$ cat src/rtl/noc_mem_responder_pkg.sv
// Shared NoC definitions: packet field map, opcodes, node addresses, packet
// struct and the FSM state types used by the memory responder.
package noc_mem_responder_pkg;

    localparam int unsigned PKT_W   = 33;
    localparam int unsigned DEST_HI = 32;
    localparam int unsigned DEST_LO = 29;
    localparam int unsigned SRC_HI  = 28;
    localparam int unsigned SRC_LO  = 25;
    localparam int unsigned OP_HI   = 24;
    localparam int unsigned OP_LO   = 23;
    localparam int unsigned ADDR_HI = 22;
    localparam int unsigned ADDR_LO = 16;
    localparam int unsigned DATA_HI = 15;
    localparam int unsigned DATA_LO = 0;

    localparam logic [3:0] MEM_NODE = 4'b1101;
    localparam logic [3:0] PE0      = 4'h0;
    localparam logic [3:0] PE1      = 4'h1;
    localparam logic [3:0] PE2      = 4'h2;
    localparam logic [3:0] PE3      = 4'h3;
    localparam logic [3:0] PE4      = 4'h4;
    localparam logic [3:0] PE5      = 4'h5;
    localparam logic [3:0] PE6      = 4'h6;
    localparam logic [3:0] PE7      = 4'h7;
    localparam logic [3:0] PE8      = 4'h8;

    typedef enum logic [1:0] {
        OP_RD     = 2'b00,
        OP_WR     = 2'b01,
        OP_RD_RSP = 2'b10,
        OP_WR_ACK = 2'b11
    } op_e;

    typedef struct packed {
        logic [3:0] dest;
        logic [3:0] src;
        op_e        op;
        logic [6:0] addr;
        logic [15:0] data;
    } pkt_t;

    typedef enum logic [2:0] {
        ST_IDLE,
        ST_RX_UP,
        ST_RX_DN,
        ST_CHECK,
        ST_MEM_WAIT,
        ST_TX_UP,
        ST_TX_DN
    } rsp_state_e;

    typedef enum logic [1:0] {
        TX_IDLE,
        TX_UP,
        TX_DN
    } tx_state_e;

    // Only RD and WR are requests a memory endpoint may serve.
    function automatic logic is_request(input op_e op);
        return (op == OP_RD) || (op == OP_WR);
    endfunction

endpackage

$ cat src/rtl/noc_mem_responder_hs4_tx.sv
// Clocked 4-phase bundled-data transmitter. A load in idle captures the
// packet and raises out_req; out_req drops once out_ack is seen high, and the
// channel is free again after out_ack returns low. out_data holds its last
// value until the next load.
module hs4_tx
    import noc_mem_responder_pkg::*;
#(
    parameter int unsigned WIDTH = 33
) (
    input  logic             clk,
    input  logic             rst,
    input  logic             load,
    input  logic [WIDTH-1:0] data,
    output logic             out_req,
    output logic [WIDTH-1:0] out_data,
    input  logic             out_ack,
    output logic             busy
);

    tx_state_e state, state_nxt;

    // State register.
    always_ff @(posedge clk) begin
        if (rst) state <= TX_IDLE;
        else     state <= state_nxt;
    end

    // Next-state logic; an ack already high when entering TX_UP counts as the ack.
    always_comb begin
        state_nxt = state;
        case (state)
            TX_IDLE: if (load)     state_nxt = TX_UP;
            TX_UP:   if (out_ack)  state_nxt = TX_DN;
            TX_DN:   if (!out_ack) state_nxt = TX_IDLE;
            default:               state_nxt = TX_IDLE;
        endcase
    end

    // Moore outputs decoded from the registered state.
    always_comb begin
        out_req = (state == TX_UP);
        busy    = (state != TX_IDLE);
    end

    // Packet register, loaded only when the channel is idle.
    always_ff @(posedge clk) begin
        if (rst)                            out_data <= '0;
        else if (state == TX_IDLE && load)  out_data <= data;
    end

endmodule

$ cat src/rtl/noc_mem_responder.sv
// Memory-side NoC endpoint: receives request packets over a 4-phase channel,
// performs the access on a synchronous SRAM port and returns read-data or
// write-ack packets to the requesting node.
module noc_mem_responder
    import noc_mem_responder_pkg::*;
#(
    parameter int unsigned WIDTH      = 33,
    parameter int unsigned ADDR_W     = 7,
    parameter int unsigned DATA_W     = 16,
    parameter logic [3:0]  MY_ADDR    = MEM_NODE,
    parameter int unsigned MEM_LAT    = 1,
    parameter int unsigned ACK_WRITES = 1
) (
    input  logic              clk,
    input  logic              rst,
    input  logic              in_req,
    input  logic [WIDTH-1:0]  in_data,
    output logic              in_ack,
    output logic              out_req,
    output logic [WIDTH-1:0]  out_data,
    input  logic              out_ack,
    output logic              mem_en,
    output logic              mem_we,
    output logic [ADDR_W-1:0] mem_addr,
    output logic [DATA_W-1:0] mem_wdata,
    input  logic [DATA_W-1:0] mem_rdata,
    output logic [7:0]        drop_cnt
);

    rsp_state_e state, state_nxt;
    pkt_t       req_q;
    pkt_t       rsp;
    logic [2:0] wait_cnt;
    logic       accept;
    logic       is_wr;
    logic       lat_done;
    logic       silent_wr;
    logic       latch_in;
    logic       mem_fire;
    logic       drop_inc;
    logic       tx_load;
    logic       tx_busy;

    assign accept    = (req_q.dest == MY_ADDR) && is_request(req_q.op);
    assign is_wr     = (req_q.op == OP_WR);
    assign lat_done  = (wait_cnt == 3'(MEM_LAT));
    assign silent_wr = is_wr && (ACK_WRITES == 0);

    // State register.
    always_ff @(posedge clk) begin
        if (rst) state <= ST_IDLE;
        else     state <= state_nxt;
    end

    // Next-state logic; the TX states track the transmitter's own phases.
    always_comb begin
        state_nxt = state;
        case (state)
            ST_IDLE:     if (in_req)   state_nxt = ST_RX_UP;
            ST_RX_UP:    if (!in_req)  state_nxt = ST_RX_DN;
            ST_RX_DN:                  state_nxt = ST_CHECK;
            ST_CHECK:    state_nxt = accept ? ST_MEM_WAIT : ST_IDLE;
            ST_MEM_WAIT: if (lat_done) state_nxt = silent_wr ? ST_IDLE : ST_TX_UP;
            ST_TX_UP:    if (out_ack)  state_nxt = ST_TX_DN;
            ST_TX_DN:    if (!out_ack) state_nxt = ST_IDLE;
            default:                   state_nxt = ST_IDLE;
        endcase
    end

    // Output and strobe decode, including the response packet assembly.
    always_comb begin
        in_ack   = (state == ST_RX_UP);
        latch_in = (state == ST_IDLE) && in_req;
        mem_fire = (state == ST_CHECK) && accept;
        drop_inc = (state == ST_CHECK) && !accept;
        tx_load  = (state == ST_MEM_WAIT) && lat_done && !silent_wr && !tx_busy;
        rsp      = '0;
        rsp.dest = req_q.src;
        rsp.src  = MY_ADDR;
        rsp.op   = is_wr ? OP_WR_ACK : OP_RD_RSP;
        rsp.addr = req_q.addr;
        rsp.data = is_wr ? req_q.data : mem_rdata;
    end

    // Request capture, SRAM strobes, latency counter and drop counter.
    always_ff @(posedge clk) begin
        if (rst) begin
            req_q     <= '0;
            mem_en    <= 1'b0;
            mem_we    <= 1'b0;
            mem_addr  <= '0;
            mem_wdata <= '0;
            wait_cnt  <= '0;
            drop_cnt  <= '0;
        end else begin
            if (latch_in) req_q <= in_data;
            mem_en <= mem_fire;
            mem_we <= mem_fire && is_wr;
            if (mem_fire) begin
                mem_addr  <= req_q.addr;
                mem_wdata <= req_q.data;
            end
            if (state == ST_CHECK)         wait_cnt <= '0;
            else if (state == ST_MEM_WAIT) wait_cnt <= wait_cnt + 3'd1;
            if (drop_inc && drop_cnt != 8'hFF) drop_cnt <= drop_cnt + 8'd1;
        end
    end

    hs4_tx #(
        .WIDTH (WIDTH)
    ) u_tx (
        .clk      (clk),
        .rst      (rst),
        .load     (tx_load),
        .data     (rsp),
        .out_req  (out_req),
        .out_data (out_data),
        .out_ack  (out_ack),
        .busy     (tx_busy)
    );

endmodule

$ cat config.mk
export PLATFORM = sky130hd
export DESIGN_NAME = noc_mem_responder
export DESIGN_NICKNAME = d
export VERILOG_FILES = /design/src/rtl/noc_mem_responder_pkg.sv /design/src/rtl/noc_mem_responder_hs4_tx.sv /design/src/rtl/noc_mem_responder.sv
export SDC_FILE = /design/constraint.sdc
export NUM_CORES = 1
export LEC_CHECK = 0
export ABC_AREA = 1
export CAP_MARGIN = 20
export CORE_MARGIN = 1.5
export CORE_UTILIZATION = 51
export DETAILED_ROUTE_END_ITERATION = 10
export HOLD_SLACK_MARGIN = 0.03
export PLACE_DENSITY = 0.86
export SLEW_MARGIN = 20
export SYNTH_ARGS = -nofsm -noshare
export SYNTH_HDL_FRONTEND = slang
export SYNTH_SLANG_ARGS = --single-unit
$ cat constraint.sdc
create_clock -name clk -period 3.72 [get_ports clk]
set_input_delay 1.116 -clock clk [delete_from_list [all_inputs] [get_ports clk]]
set_output_delay 1.116 -clock clk [all_outputs]
set_load 0.01 [all_outputs]
==> results.cfg, run 1 <==
[routing]
drc = 0
ant_nets = 0
drt_iter0_drc = 180
routed_wl_um = 10800
viasPerCell = 5.19
wl_per_cell_um = 14.0
drt_first_pass_iters = 5
vias = 4011

[finish]
fin_util = 0.692
area_delta_synth_final_pct = 33.1
diodes = 0
final_area_um2 = 5630
fillCellCount = 645
final_cell_mix = clkdlybuf4s50_1 (119), dfxtp_1 (103), nor2_1 (82)
drive_gt1_frac = 0.0539
final_common_cell = clkdlybuf4s50_1
num-nets-final = 720

[clock_network]
cts_tree = done
cts_htree_levels = 3
cts_made_buffers = 9
cts-root-buf = clkbuf_8
clock_path_buffers = 2
cts_setup_buffers = 0
cts_resized = 0
clock_latency_ns = 0.36
postCtsHoldBufs = 0
clkTransAtPathRegs_ns = 0.09
cts_sinks = 103

[global_routing]
grt_overflow = 0
grt_use_total = 0.250
antenna_found_initial = 0
grt_pass1_wl_um = 17400
grt_pass1_vias = 3708
grt_max_degree = 48

[die]
coreArea_um2 = 8130
start_util = 0.520
die_x_um = 94.1
pin_count = 121
die_area_um2 = 8850
rows = 33
die_h_um = 94.1

[synth]
syn-num-nets = 624
synth_area_um2 = 4230
synth_ff_type = dfxtp_1
synthCells = 568
yosysWarnings = 0
syn_area_per_cell_um2 = 7.45
seq_area_frac_synth = 0.487
synth.distinct_cells = 29
async_flop_share = 0
synth-seq-cells = 103
synth_edf_count = 0

[sta]
rsz0062_at_grt = false
period_share = 0.738
worst_slew_pin_slew_ns = 0.962
setup_tns_ns = 0
drv_slew = 0
finClkSkew_ns = 0.00982
setup_viol_count_final = 0
max_freq_mhz = 364
max_slew_margin = 0.357
hold_violations = 0
min_period_ns = 2.75

[placed_design]
port_buffers = 119
dpl.hpwl_um = 7560
placed_area_um2 = 5400
gp_congestion = 0.838

[power_and_ir_drop]
netSwitchingPower_uw = 974
powerDensity_nw_per_um2 = 524
pwr-share-comb = 0.256
power_mw = 2.95
p_leak_nw = 2.26
swShare = 0.330
p_int_mw = 1.98
seqPwrFrac = 0.468
pwr-share-clk = 0.276
peakVddDrop_uv = 253

[critical_path]
critical-path-top-delay-family = flip-flops
required_ns = 2.60
path_cells = nand2_1, nor2_1, clkdlybuf4s50_1
critPathBufInv = 1
cp_max_fo = 8
critPathArrivalTime_ns = 1.63
critical-path-max-stage-delay_ns = 0.53
cpMaxStageDelayCell = dfxtp_1
cp-end-kind = output port
crit_type = reg2out
startpoint_type = register

[run]
maxCapViolCount = 0

[min_path]
hp-class = reg2reg

[status]
status = complete, no violations
[worst register-to-register path, stage by stage, from the launching register on]
cell     delay, ns
dfxtp_1       0.39
ha_1          0.17
nand2_1       0.12
nor2_2        0.12
buf_4         0.33
nand2_2       0.46
o21ai_1       0.29
nor2_1        0.06
[final cells by class]
type / count / area, um^2 / area share
flip-flops and latches: 103 / 2060 / 0.366
multi-input cells: 369 / 1760 / 0.312
repair buffers: 125 / 1240 / 0.220
inverters: 56 / 213 / 0.0378
well taps: 105 / 131 / 0.0233
clock buffers: 9 / 124 / 0.0220
clock inverters: 6 / 109 / 0.0193
[cells in the mapped netlist, types with 2 or more instances]
cell      number  share of area
ha_1           3         0.0089
clkbuf_1      14          0.012
inv_1         52          0.046
a21oi_1       75          0.089
xnor2_1        3         0.0062
nor2_1        83          0.074
o21ai_0       73          0.086
nand2_1       74          0.066
buf_4         11          0.020
nand3b_1       3         0.0053
dfxtp_1      103           0.49
buf_2         14          0.017
nand3_1       25          0.030
o21ai_1       17          0.020
nor2_4         2         0.0053
inv_2          3         0.0027
[per-stage QoR]
step                      std cells  worst slack, ns  hold slack (ns)
after floorplan                 568             1.72            0.424
after global placement          758             1.01            0.434
after detailed placement        758            0.912            0.444
after CTS                       773            0.988            0.459
after global routing            773            0.897            0.478
final                           773            0.974            0.458
[metal layers]
layer  wire [um]  vias up  GRT usage
met5           0        -          0
met3         533       14     0.0324
met1        4740     1853      0.330
li1            -     2026          -
met4         176        0     0.0833
met2        5370      118      0.421
[flip-flops by register name, indices dropped and copies added (netlist names)]
signal         flops
mem_wdata         16
mem_en             1
drop_cnt           8
mem_addr           7
u_tx.state         2
u_tx.out_data     29
req_q             33
state              3
wait_cnt           3
mem_we             1
[power by group through the flow]
stage	Combinational, mW	Sequential [mW]	Clock [mW]
2_1_floorplan	0.561	1.36	0
3_3_place_gp	0.715	1.39	0
3_5_place_dp	0.748	1.40	0
4_1_cts	0.753	1.38	0.820
5_1_grt	0.850	1.40	0.864
6_report	0.755	1.38	0.813
[path summary, 6_finish.rpt]
path,end,from,depth (start not counted),slack [ns]
setup / recovery,in_ack,state[0],3,0.97
setup reg to reg,u_tx.out_data[12],wait_cnt[0],7,1.69
hold reg to reg,req_q[29],req_q[29],2,0.46
hold / removal,req_q[29],req_q[29],2,0.46
[kinds of logic (layout without fill, tap and decap cells)]
family,count (synthesis),count (layout),share of synthesized area
buffers and inverters,96,196,0.0999
flip-flops,103,103,0.487
other,1,1,0.000886
AND/OR/NAND/NOR,194,194,0.196
AO/OA/AOI/OAI,167,167,0.199
XOR/XNOR,4,4,0.00828
adder cells (fa/ha/maj),3,3,0.00887
No activity file was read; power rests on OpenSTA's default activity.
==> run 2, diff against run 1 <==
--- a/config.mk
+++ b/config.mk
@@ -8,10 +8,10 @@
 export ABC_AREA = 1
 export CAP_MARGIN = 20
 export CORE_MARGIN = 1.5
-export CORE_UTILIZATION = 51
+export CORE_UTILIZATION = 47
 export DETAILED_ROUTE_END_ITERATION = 10
 export HOLD_SLACK_MARGIN = 0.03
-export PLACE_DENSITY = 0.86
+export PLACE_DENSITY = 0.8
 export SLEW_MARGIN = 20
 export SYNTH_ARGS = -nofsm -noshare
 export SYNTH_HDL_FRONTEND = slang
==> constraint.sdc (replaced) <==
create_clock -name clk -period 2.6 [get_ports clk]
set_input_delay 0.78 -clock clk [delete_from_list [all_inputs] [get_ports clk]]
set_output_delay 0.78 -clock clk [all_outputs]
set_load 0.01 [all_outputs]
==> run 2 against run 1 <==
  * Total power rose by 42%
  * Sequential share of layout area down 0.27 points
  * Clock skew grew 0.0052 ns
  * Worst setup slack worse by 0.76 ns
  * Count of clock-buffer cells in the layout grew 2
  * Final cell count up 0.52%
  * Flip-flop and latch count unchanged
  * Sequential power up 43%
  * Critical path depth is the same
  * Non-clock buffer count rose by 1
  * Via count shrank 1.7%
  * Wire length decreased by 1.5%
  * Critical endpoint unchanged
==> results.cfg, run 2 (same netlist as run 1, synthesis figures left out) <==
[status]
status = complete, no violations

[global_routing]
grt_max_degree = 67
grt_overflow = 0
grt_pass1_wl_um = 17700
grt_pass1_vias = 3838
antenna_found_initial = 0
grt_use_total = 0.226

[clock_network]
postCtsHoldBufs = 0
cts_resized = 0
clock_path_buffers = 2
clock_latency_ns = 0.36
cts_htree_levels = 3
cts_made_buffers = 9
cts_tree = done
cts-root-buf = clkbuf_8
cts_sinks = 103
clkTransAtPathRegs_ns = 0.09
cts_setup_buffers = 0

[routing]
drt_first_pass_iters = 4
drc = 0
viasPerCell = 5.07
routed_wl_um = 10700
vias = 3942
ant_nets = 0
wl_per_cell_um = 13.7
drt_iter0_drc = 177

[sta]
finClkSkew_ns = 0.0150
whs_ns = 0.450
hold_violations = 0
max_slew_margin = 0.363
setup_tns_ns = 0
rsz0062_at_grt = false
period_share = 0.917
min_period_ns = 2.38
drv_slew = 0
worst_slew_pin_slew_ns = 0.954
max_freq_mhz = 419
setup_viol_count_final = 0

[finish]
final_common_cell = clkdlybuf4s50_1
regMostFlops = req_q
area_delta_synth_final_pct = 34.1
drive_gt1_frac = 0.0538
final_cell_mix = clkdlybuf4s50_1 (119), dfxtp_1 (103), nor2_1 (82)
fillCellCount = 764
largest_register_ffs = 33
num-nets-final = 721
biggestRegsByFlops = req_q (33), u_tx.out_data (29), mem_wdata (16)
diodes = 0

[die]
rows = 34
die_h_um = 97.9
start_util = 0.485
die_area_um2 = 9580
pin_count = 121
die_x_um = 97.9
coreArea_um2 = 8720

[placed_design]
dpl.hpwl_um = 7580
port_buffers = 119
gp_congestion = 0.785

[critical_path]
cpMaxStageDelayCell = clkdlybuf4s50_1
required_ns = 1.82
cp-end-kind = output port
critPathArrivalTime_ns = 1.60
cp_max_fo = 8
path_cells = nand2_1, nor2_1, clkdlybuf4s50_1
critical-path-max-stage-delay_ns = 0.53
crit_type = reg2out
startpoint_type = register

[power_and_ir_drop]
p_leak_nw = 2.27
powerDensity_nw_per_um2 = 738
peakVddDrop_uv = 364

[run]
maxCapViolCount = 0

[min_path]
hp-class = reg2reg
## run 2: per-stage QoR
stage	setup WS (ns)	utilization	power, mW	area (um^2)	instances
final	0.215	0.651	4.19	5670	777
after global routing	0.0732	0.651	4.43	5670	777
after CTS	0.192	0.651	4.20	5670	777
after detailed placement	0.529	0.624	3.09	5450	762
after global placement	0.579	0.624	3.05	5450	762
after floorplan	0.940	-	2.75	4230	568
## run 2: routing by layer
metal	track usage	routed length, um
met1	0.274	4570
met2	0.390	5330
met3	0.0558	573
met4	0.0791	168
met5	0	0
## run 2: power breakdown
group | internal (mW) | total (mW) | leakage, nW | switching, mW
registers | 1.80 | 1.97 | 0.837 | 0.171
clock network | 0.594 | 1.13 | 0.112 | 0.531
logic | 0.415 | 1.09 | 1.32 | 0.678
total | 2.81 | 4.19 | 2.27 | 1.38
## run 2: path summary, 6_finish.rpt
path	slack, ns	end	depth (start not counted)	startpoint
worst max-delay path	0.22	in_ack	3	state[0]
worst max register to register	0.86	mem_wdata[5]	7	state[1]
worst min register to register	0.45	req_q[26]	2	req_q[26]
worst min-delay path	0.45	req_q[26]	2	req_q[26]
## run 2: worst max-delay path: cells and delay by family (launching register included)
| kind | cells | cell delay, ns |
|---|---|---|
| buffers and inverters | 1 | 0.53 |
| DFF | 1 | 0.51 |
| and+or+nand+nor | 2 | 0.20 |
## run 2: area by class of cell
class | instances | area, um^2 | area share
well taps | 108 | 135 | 0.0238
repair buffers | 126 | 1280 | 0.226
inverters | 56 | 213 | 0.0375
flip-flops and latches | 103 | 2060 | 0.363
multi-input cells | 369 | 1750 | 0.309
clock inverters | 4 | 76.3 | 0.0135
clock buffers | 11 | 151 | 0.0267
==> run 3, diff against run 2 <==
--- a/config.mk
+++ b/config.mk
@@ -6,6 +6,7 @@
 export NUM_CORES = 1
 export LEC_CHECK = 0
 export ABC_AREA = 1
+export ABC_CLOCK_PERIOD_IN_PS = 2600
 export CAP_MARGIN = 20
 export CORE_MARGIN = 1.5
 export CORE_UTILIZATION = 47
@@ -16,3 +17,4 @@
 export SYNTH_ARGS = -nofsm -noshare
 export SYNTH_HDL_FRONTEND = slang
 export SYNTH_SLANG_ARGS = --single-unit
+export TNS_END_PERCENT = 20
==> results of run 3 <==
No change in the layout: final DEF, timing and power equal those of run 2.
